## src/rtl/uart_tx_pkt_if.sv

```systemverilog
// -----------------------------------------------------------------------------
// uart_tx_pkt_if
// Bundles the command, sample and byte-stream signals of uart_tx_pkt.
// The packetiser is the slave; whatever drives commands and samples and
// sinks the byte stream is the master.
//
// Signals (direction as seen by the packetiser):
//   cmd_reg_i/cmd_vld_i             in   command code and one-cycle strobe
//   burst_cnt_i/burst_cnt_vld_i     in   burst sample count and strobe
//   abort_i                         in   message-error abort from the RX path
//   sample_i/sample_vld_i           in   N_CH*BYTES_PER_CH*8-bit sample, valid
//   sample_rdy_o                    out  sample accepted when vld && rdy
//   txd_byte_o/txd_byte_vld_o       out  byte towards the TX FIFO, valid
//   txd_byte_rdy_i                  in   TX FIFO not full
//   busy_o                          out  packetiser not idle
//   pkt_done_o                      out  one-cycle end-of-packet pulse
// -----------------------------------------------------------------------------
`timescale 1ns/1ps

interface uart_tx_pkt_if #(
  parameter int N_CH         = 2,
  parameter int BYTES_PER_CH = 6
);
  logic [7:0]                      cmd_reg_i;
  logic                            cmd_vld_i;
  logic [7:0]                      burst_cnt_i;
  logic                            burst_cnt_vld_i;
  logic                            abort_i;
  logic [N_CH*BYTES_PER_CH*8-1:0]  sample_i;
  logic                            sample_vld_i;
  logic                            sample_rdy_o;
  logic [7:0]                      txd_byte_o;
  logic                            txd_byte_vld_o;
  logic                            txd_byte_rdy_i;
  logic                            busy_o;
  logic                            pkt_done_o;

  modport slave (
    input  cmd_reg_i, cmd_vld_i, burst_cnt_i, burst_cnt_vld_i, abort_i,
    input  sample_i, sample_vld_i, txd_byte_rdy_i,
    output sample_rdy_o, txd_byte_o, txd_byte_vld_o, busy_o, pkt_done_o
  );

  modport master (
    output cmd_reg_i, cmd_vld_i, burst_cnt_i, burst_cnt_vld_i, abort_i,
    output sample_i, sample_vld_i, txd_byte_rdy_i,
    input  sample_rdy_o, txd_byte_o, txd_byte_vld_o, busy_o, pkt_done_o
  );
endinterface

```

## src/rtl/uart_tx_pkt.sv

```systemverilog
// -----------------------------------------------------------------------------
// uart_tx_pkt
// Builds command-driven sample packets and streams them one byte at a time
// into a UART TX FIFO.
//
//   single packet : HEADER, CMD_SINGLE, D data bytes, CRC
//   burst packet  : HEADER, CMD_BURST, count, count x D data bytes, CRC
//   D = N_CH * BYTES_PER_CH; data is channel 0 first, LSB first per channel.
//   CRC-8 (MSB-first, POLY, init CRC_INIT, no final XOR) covers HEADER
//   through the last data byte.
//
// Ports:
//   clk_i   in  clock, all logic on the rising edge
//   rst_i   in  synchronous active-high reset
//   bus     uart_tx_pkt_if.slave (command, sample, byte stream, status)
// -----------------------------------------------------------------------------
`timescale 1ns/1ps

module uart_tx_pkt #(
  parameter int         N_CH         = 2,
  parameter int         BYTES_PER_CH = 6,
  parameter logic [7:0] HEADER       = 8'hA5,
  parameter logic [7:0] POLY         = 8'h07,
  parameter logic [7:0] CRC_INIT     = 8'h00,
  parameter logic [7:0] CMD_SINGLE   = 8'h01,
  parameter logic [7:0] CMD_BURST    = 8'h02
) (
  input  logic          clk_i,
  input  logic          rst_i,
  uart_tx_pkt_if.slave  bus
);

  localparam int D  = N_CH * BYTES_PER_CH;
  localparam int SW = D * 8;
  localparam int IW = (D > 1) ? $clog2(D) : 1;

  typedef enum logic [2:0] {
    S_IDLE,
    S_ARMED,
    S_HDR,
    S_CMD,
    S_CNT,
    S_DATA,
    S_WAIT_S,
    S_CRC
  } state_t;

  // One full byte of CRC-8 in a single cycle: the loop unrolls into XOR logic.
  function automatic logic [7:0] crc8_next(input logic [7:0] crc,
                                           input logic [7:0] data);
    logic [7:0] c;
    c = crc ^ data;
    for (int i = 0; i < 8; i++) begin
      c = c[7] ? ((c << 1) ^ POLY) : (c << 1);
    end
    return c;
  endfunction

  state_t          r_state;
  state_t          w_nxt;
  logic [7:0]      r_cmd;
  logic [7:0]      r_cnt;       // latched burst count, also sent as count byte
  logic [7:0]      r_rem;       // samples still to come after the current one
  logic [IW-1:0]   r_byte_idx;  // data byte index within the current sample
  logic [SW-1:0]   r_buf;
  logic [7:0]      r_crc;
  logic            r_done;

  logic [7:0]      w_byte;
  logic [7:0]      w_data_byte;
  logic            w_vld;
  logic            w_srdy;
  logic            w_xfer;
  logic            w_accept;
  logic            w_cmd_ok;
  logic            w_cfg_win;
  logic            w_last;
  logic            w_is_burst;

  assign w_xfer     = w_vld && bus.txd_byte_rdy_i;
  assign w_accept   = w_srdy && bus.sample_vld_i;
  assign w_cmd_ok   = bus.cmd_vld_i &&
                      ((bus.cmd_reg_i == CMD_SINGLE) || (bus.cmd_reg_i == CMD_BURST));
  // Commands and burst counts are only taken before a packet starts.
  assign w_cfg_win  = (r_state == S_IDLE) || (r_state == S_ARMED);
  assign w_last     = (r_byte_idx == IW'(D - 1));
  assign w_is_burst = (r_cmd == CMD_BURST);

  // Data byte mux: buffer byte k is channel k/BYTES_PER_CH, byte k%BYTES_PER_CH,
  // so linear order already gives channel 0 first, LSB first.
  always_comb begin
    w_data_byte = 8'h00;
    for (int k = 0; k < D; k++) begin
      if (r_byte_idx == IW'(k)) begin
        w_data_byte = r_buf[k*8 +: 8];
      end
    end
  end

  // Next state and outputs; outputs depend on state and registers only, so
  // byte and valid stay fixed while the FIFO stalls.
  always_comb begin
    w_nxt  = r_state;
    w_byte = 8'h00;
    w_vld  = 1'b0;
    w_srdy = 1'b0;
    case (r_state)
      S_IDLE: begin
        if (w_cmd_ok) w_nxt = S_ARMED;
      end
      S_ARMED: begin
        w_srdy = 1'b1;
        if (w_accept) w_nxt = S_HDR;
      end
      S_HDR: begin
        w_vld  = 1'b1;
        w_byte = HEADER;
        if (w_xfer) w_nxt = S_CMD;
      end
      S_CMD: begin
        w_vld  = 1'b1;
        w_byte = r_cmd;
        if (w_xfer) w_nxt = w_is_burst ? S_CNT : S_DATA;
      end
      S_CNT: begin
        w_vld  = 1'b1;
        w_byte = r_cnt;
        if (w_xfer) w_nxt = (r_cnt == 8'd0) ? S_CRC : S_DATA;
      end
      S_DATA: begin
        w_vld  = 1'b1;
        w_byte = w_data_byte;
        if (w_xfer && w_last) begin
          w_nxt = (w_is_burst && (r_rem != 8'd0)) ? S_WAIT_S : S_CRC;
        end
      end
      S_WAIT_S: begin
        w_srdy = 1'b1;
        if (w_accept) w_nxt = S_DATA;
      end
      S_CRC: begin
        w_vld  = 1'b1;
        w_byte = r_crc;
        if (w_xfer) w_nxt = S_IDLE;
      end
      default: w_nxt = S_IDLE;
    endcase
    if (bus.abort_i) w_nxt = S_IDLE;
  end

  always_ff @(posedge clk_i) begin
    if (rst_i) begin
      r_state    <= S_IDLE;
      r_cmd      <= 8'h00;
      r_cnt      <= 8'h00;
      r_rem      <= 8'h00;
      r_byte_idx <= '0;
      r_buf      <= '0;
      r_crc      <= CRC_INIT;
      r_done     <= 1'b0;
    end else if (bus.abort_i) begin
      // Abort beats any simultaneous command, accept or byte transfer.
      r_state    <= S_IDLE;
      r_cnt      <= 8'h00;
      r_rem      <= 8'h00;
      r_byte_idx <= '0;
      r_crc      <= CRC_INIT;
      r_done     <= 1'b0;
    end else begin
      r_state <= w_nxt;
      r_done  <= (r_state == S_CRC) && w_xfer;

      if (w_cmd_ok && w_cfg_win)           r_cmd <= bus.cmd_reg_i;
      if (bus.burst_cnt_vld_i && w_cfg_win) r_cnt <= bus.burst_cnt_i;

      if (w_accept) begin
        r_buf      <= bus.sample_i;
        r_byte_idx <= '0;
      end

      if (w_xfer) begin
        case (r_state)
          S_HDR, S_CMD: r_crc <= crc8_next(r_crc, w_byte);
          S_CNT: begin
            r_crc <= crc8_next(r_crc, w_byte);
            r_rem <= (r_cnt == 8'd0) ? 8'd0 : r_cnt - 8'd1;
          end
          S_DATA: begin
            r_crc <= crc8_next(r_crc, w_byte);
            if (w_last) begin
              r_byte_idx <= '0;
              if (w_is_burst && (r_rem != 8'd0)) r_rem <= r_rem - 8'd1;
            end else begin
              r_byte_idx <= r_byte_idx + IW'(1);
            end
          end
          S_CRC: r_crc <= CRC_INIT;
          default: ;
        endcase
      end
    end
  end

  assign bus.txd_byte_o     = w_byte;
  assign bus.txd_byte_vld_o = w_vld;
  assign bus.sample_rdy_o   = w_srdy;
  assign bus.busy_o         = (r_state != S_IDLE);
  assign bus.pkt_done_o     = r_done;

endmodule

```

## src/flat_wrapper.sv

```systemverilog
// flat-port wrapper written by rule: the top's interface ports become plain ports
module uart_tx_pkt_flat 
#(
  parameter int         N_CH         = 2,
  parameter int         BYTES_PER_CH = 6,
  parameter logic [7:0] HEADER       = 8'hA5,
  parameter logic [7:0] POLY         = 8'h07,
  parameter logic [7:0] CRC_INIT     = 8'h00,
  parameter logic [7:0] CMD_SINGLE   = 8'h01,
  parameter logic [7:0] CMD_BURST    = 8'h02
)
  (clk_i, rst_i, bus_cmd_reg_i, bus_cmd_vld_i, bus_burst_cnt_i, bus_burst_cnt_vld_i, bus_abort_i, bus_sample_i, bus_sample_vld_i, bus_txd_byte_rdy_i, bus_sample_rdy_o, bus_txd_byte_o, bus_txd_byte_vld_o, bus_busy_o, bus_pkt_done_o);
  uart_tx_pkt_if #(.N_CH(N_CH), .BYTES_PER_CH(BYTES_PER_CH)) bus_i ();
  input  logic clk_i;
  input  logic rst_i;
  input wire logic [$bits(bus_i.cmd_reg_i)-1:0] bus_cmd_reg_i;
  input wire logic [$bits(bus_i.cmd_vld_i)-1:0] bus_cmd_vld_i;
  input wire logic [$bits(bus_i.burst_cnt_i)-1:0] bus_burst_cnt_i;
  input wire logic [$bits(bus_i.burst_cnt_vld_i)-1:0] bus_burst_cnt_vld_i;
  input wire logic [$bits(bus_i.abort_i)-1:0] bus_abort_i;
  input wire logic [$bits(bus_i.sample_i)-1:0] bus_sample_i;
  input wire logic [$bits(bus_i.sample_vld_i)-1:0] bus_sample_vld_i;
  input wire logic [$bits(bus_i.txd_byte_rdy_i)-1:0] bus_txd_byte_rdy_i;
  output wire logic [$bits(bus_i.sample_rdy_o)-1:0] bus_sample_rdy_o;
  output wire logic [$bits(bus_i.txd_byte_o)-1:0] bus_txd_byte_o;
  output wire logic [$bits(bus_i.txd_byte_vld_o)-1:0] bus_txd_byte_vld_o;
  output wire logic [$bits(bus_i.busy_o)-1:0] bus_busy_o;
  output wire logic [$bits(bus_i.pkt_done_o)-1:0] bus_pkt_done_o;
  assign bus_i.cmd_reg_i = bus_cmd_reg_i;
  assign bus_i.cmd_vld_i = bus_cmd_vld_i;
  assign bus_i.burst_cnt_i = bus_burst_cnt_i;
  assign bus_i.burst_cnt_vld_i = bus_burst_cnt_vld_i;
  assign bus_i.abort_i = bus_abort_i;
  assign bus_i.sample_i = bus_sample_i;
  assign bus_i.sample_vld_i = bus_sample_vld_i;
  assign bus_i.txd_byte_rdy_i = bus_txd_byte_rdy_i;
  assign bus_sample_rdy_o = bus_i.sample_rdy_o;
  assign bus_txd_byte_o = bus_i.txd_byte_o;
  assign bus_txd_byte_vld_o = bus_i.txd_byte_vld_o;
  assign bus_busy_o = bus_i.busy_o;
  assign bus_pkt_done_o = bus_i.pkt_done_o;
  uart_tx_pkt #(.N_CH(N_CH), .BYTES_PER_CH(BYTES_PER_CH), .HEADER(HEADER), .POLY(POLY), .CRC_INIT(CRC_INIT), .CMD_SINGLE(CMD_SINGLE), .CMD_BURST(CMD_BURST)) u_core (.clk_i(clk_i), .rst_i(rst_i), .bus(bus_i));
endmodule
```

## config.mk

```make
export PLATFORM = sky130hd
export DESIGN_NAME = uart_tx_pkt_flat
export DESIGN_NICKNAME = d
export VERILOG_FILES = /design/src/rtl/uart_tx_pkt_if.sv /design/src/rtl/uart_tx_pkt.sv /design/src/flat_wrapper.sv
export SDC_FILE = /design/constraint.sdc
export NUM_CORES = 1
export LEC_CHECK = 0
export ABC_AREA = 1
export CORE_MARGIN = 2
export CORE_UTILIZATION = 50
export DETAILED_ROUTE_END_ITERATION = 8
export PLACE_DENSITY_LB_ADDON = 0.2
export SYNTH_ARGS = -nofsm -noshare
export SYNTH_HDL_FRONTEND = slang
export SYNTH_SLANG_ARGS = --single-unit
```

## constraint.sdc

```tcl
create_clock -name clk_i -period 5.25 [get_ports clk_i]
set_input_delay 1.05 -clock clk_i [delete_from_list [all_inputs] [get_ports clk_i]]
set_output_delay 1.05 -clock clk_i [all_outputs]
set_load 0.05 [all_outputs]
```

==> qor.csv <==
stage,metric,value,unit
status,status,"finished, final reports clean",
pwr,Seq pwr share,0.431,
cts,CTS tree,done,
worst_setup_path,R2R Setup Slk,1870,ps
cells_and_area,Sequential Area,2720,um^2
cts,CTS Buf Count,17,
cells_and_area,Multi-input gate area,3540,um^2
cells_and_area,Antenna Cells,0,
worst_setup_path,Reg-to-Reg End,u_core.r_buf[76]$_SDFFE_PP0P_,
logic_synthesis,Synth Area in XOR/XNOR,0.0124,
placed_design,Placed Instances,1333,
timing,clock skew,9.24,ps
detailed_routing,DRC,0,
worst_setup_path,crit end category,output port,
worst_setup_path,CP startpoint kind,flip-flop,
job,Max Cap Viol,0,
placed_design,port buffer count,130,
detailed_routing,final wirelength,19.2,mm
floorplan,io pins,131,
cts,H-tree depth,4,
worst_setup_path,Worst EP arrival,3490,ps
worst_hold_path,Hold Crit Depth,2,
global_route,GRT Util Overall,0.259,
detailed_routing,vias per std cell,5.34,
cts,Clock Sink Count,136,
cells_and_area,most frequent cells in the layout,"nand2_1 (215), a21oi_1 (153), inv_1 (149), dfxtp_1 (136), clkdlybuf4s50_1 (130)",
worst_setup_path,Worst R2R Start,u_core.r_state[0]$_SDFFE_PP0P_,
logic_synthesis,Area contributors post-synth,"dfxtp_1 (39%), nand2_1 (12%), a21oi_1 (11%), o21ai_0 (8.0%), inv_1 (7.9%)",
cts,Root Driver,clkbuf_16,
timing,Slew headroom,0.331,
floorplan,Vert. Die Dim,123,um
pwr,Combinational Power Share,0.069,
global_route,initial antenna violation count,0,
logic_synthesis,main combinational cell family by area after synthesis,simple AND/OR/NAND/NOR gates,
worst_setup_path,r2r worst-path depth,11,
cts,hold-fix buffers at CTS,0,
timing,hold violation count in the final report,0,
cells_and_area,non-filler instance count after layout,1365,
logic_synthesis,yosys warns,0,
timing,final setup margin,705,ps
detailed_routing,Vias,7290,
floorplan,Rows,43,
logic_synthesis,synth unique cells,37,
logic_synthesis,post-synthesis adder-cell area fraction,0.0124,
detailed_routing,initial drt markers,705,
worst_setup_path,worst-path maximum fanout,7,
floorplan,die width,123,um
timing,Worst-Margin Slew,997,ps
logic_synthesis,Yosys reg bits,136,
timing,Final period util,0.866,
placed_design,dpl ws,1200,ps
pwr,P_sw,0.550,mW
detailed_routing,ANT nets after route,0,
timing,Finish-stage setup viols,0,
pwr,worst vdd ir,0.000237,V
global_route,first-pass GRT wire length,30.6,mm
timing,Setup Total Neg Slack,0,ps
cells_and_area,fin util,0.656,
cts,"Reg clk slew, reported paths",60,ps
global_route,largest net degree at the start of global routing,79,
detailed_routing,Pre-antenna DRT Iters,8,
global_route,Overflow after GRT,0,
floorplan,core area,13800,um^2
logic_synthesis,Compound-Gate Fraction of Synth Area,0.222,
cells_and_area,Final #Nets,1298,
cts,post-CTS setup buffer count,0,
logic_synthesis,syn nets,1184,
cts,clk_lat worst skew,430,ps
logic_synthesis,Synth top area share,0.386,
cts,clock tree buffer depth,2,
logic_synthesis,post-synthesis sequential area ratio,0.386,
timing,Max Slew Vio Count,0,
cts,post_cts resized,0,
worst_setup_path,Crit. Startpoint,u_core.r_byte_idx[1]$_SDFF_PP0_,
floorplan,Initial Util,0.510,
detailed_routing,DR WL/cell,14.0,um
timing,RSZ-0062 raised after global routing,no,
worst_hold_path,Hold Path Class,reg -> reg,
worst_setup_path,worst setup path endpoint,bus_txd_byte_o[4],
floorplan,Die Area,15100,um^2
pwr,Clock power frac,0.500,
logic_synthesis,Synth Instances,1058,
cells_and_area,area grow syn2layout,28.7,%
global_route,vias in the first global route,6459,
pwr,Leak Pwr,3.45,nW
pwr,Pwr per Cell Area,266,nW/um^2
logic_synthesis,Post-synth top flop,dfxtp_1,
timing,Peak Freq,220,MHz
timing,Period minus WS final,4540,ps
cells_and_area,Fill cells,1204,
worst_setup_path,worst endpoint required time,4200,ps
placed_design,estimated wirelength of the detail-placed design,13.8,mm
logic_synthesis,mux contribution to synthesized area,0,
placed_design,routability congestion estimate from global placement,0.912,
logic_synthesis,number of synthesized flops with an enable pin,0,
logic_synthesis,simple-gate share of the synthesized area,0.254,
logic_synthesis,async set-reset flop share out of synthesis,0,
logic_synthesis,syn avg cell area,6.66,um^2
timing,worst hold slack,447,ps
pwr,switch share,0.228,
worst_setup_path,CP Class,reg -> out,
cells_and_area,"most common cell after layout, fill and taps aside",nand2_1,
logic_synthesis,top cell type by total area after synthesis,dfxtp_1,
cells_and_area,layout cell share with drive strength beyond 1,0.0667,
logic_synthesis,synthesized cell area,7050,um^2
pwr,P_int,1.86,mW
==> metrics by stage <==
| step | cell area, um^2 | total power [mW] |
|---|---|---|
| 2_1_floorplan | 7050 | 1.12 |
| 3_3_place_gp | 8470 | 1.23 |
| 3_5_place_dp | 8470 | 1.23 |
| 4_1_cts | 9060 | 2.42 |
| 5_1_grt | 9060 | 2.49 |
| 6_report | 9060 | 2.41 |
==> cells in the mapped netlist (6+ instances only) <==
cell type / number
ha_1: 7
nor2_1: 36
a21oi_1: 153
nand2_1: 216
nand3_1: 104
xor2_1: 8
inv_1: 149
dfxtp_1: 136
inv_2: 9
nor3_1: 10
a221oi_1: 7
o21ai_0: 112
nor2_2: 6
clkbuf_1: 38
nand2_2: 16
==> cell families (layout without fill, tap and decap cells) <==
group / after synthesis / after routing
simple gates: 403 / 403
compound gates: 298 / 298
buf+inv: 204 / 331
flops: 136 / 136
xor+xnor: 10 / 10
fa+ha+maj: 7 / 7
==> flip-flops by register name, indices dropped and copies added (netlist names) <==
name	cells
u_core.bus.pkt_done_o	1
u_core.r_crc	8
u_core.r_rem	8
u_core.r_cmd	8
u_core.r_buf	96
u_core.r_cnt	8
u_core.r_state	3
u_core.r_byte_idx	4
==> power groups by stage <==
| stage | clock [mW] | combinational [mW] | sequential [mW] |
|---|---|---|---|
| final | 1.21 | 0.166 | 1.04 |
| after global routing | 1.28 | 0.180 | 1.04 |
| after CTS | 1.22 | 0.166 | 1.04 |
| after detailed placement | 0 | 0.165 | 1.06 |
| after global placement | 0 | 0.164 | 1.06 |
| after floorplan | 0 | 0.0562 | 1.06 |
==> how the worst min path moves through the flow <==
stage / end / start / slack, ps
floorplan: u_core.r_buf[37]$_SDFFE_PP0P_ / u_core.r_buf[37]$_SDFFE_PP0P_ / 420
global placement: u_core.r_buf[85]$_SDFFE_PP0P_ / u_core.r_buf[85]$_SDFFE_PP0P_ / 440
detailed placement: u_core.r_buf[84]$_SDFFE_PP0P_ / u_core.r_buf[84]$_SDFFE_PP0P_ / 440
CTS: u_core.r_buf[84]$_SDFFE_PP0P_ / u_core.r_buf[84]$_SDFFE_PP0P_ / 450
global route: u_core.r_buf[43]$_SDFFE_PP0P_ / u_core.r_buf[43]$_SDFFE_PP0P_ / 470
finish: u_core.r_buf[84]$_SDFFE_PP0P_ / u_core.r_buf[84]$_SDFFE_PP0P_ / 450
==> critical path: stages, from the launching register on <==
cell,delay [ps]
dfxtp_1,430
inv_1,90
ha_1,290
nor2_1,340
nand2_2,120
nor2_1,100
o211ai_1,130
nand3_1,90
nand2_1,50
nand2_1,60
nand2_1,80
nand3b_1,90
nand2_1,60
nand2_1,90
nand2_1,100
nand2_1,130
clkdlybuf4s50_1,820
==> layout make-up <==
class	count	share of cell area
Clock buffer	20	0.0504
Clock inverter	12	0.0157
Inverter	161	0.0669
Multi-Input combinational cell	718	0.390
Sequential cell	136	0.300
Tap cell	180	0.0248
Timing Repair Buffer	138	0.152
==> layer usage <==
| layer | part of all wire | wire length [um] | global-route usage |
|---|---|---|---|
| met1 | 0.45 | 8690 | 0.340 |
| met2 | 0.46 | 8770 | 0.418 |
| met3 | 0.072 | 1380 | 0.0664 |
| met4 | 0.017 | 318 | 0.0783 |
| met5 | 0 | 0 | 0 |
(Power assumes the default switching activity.)
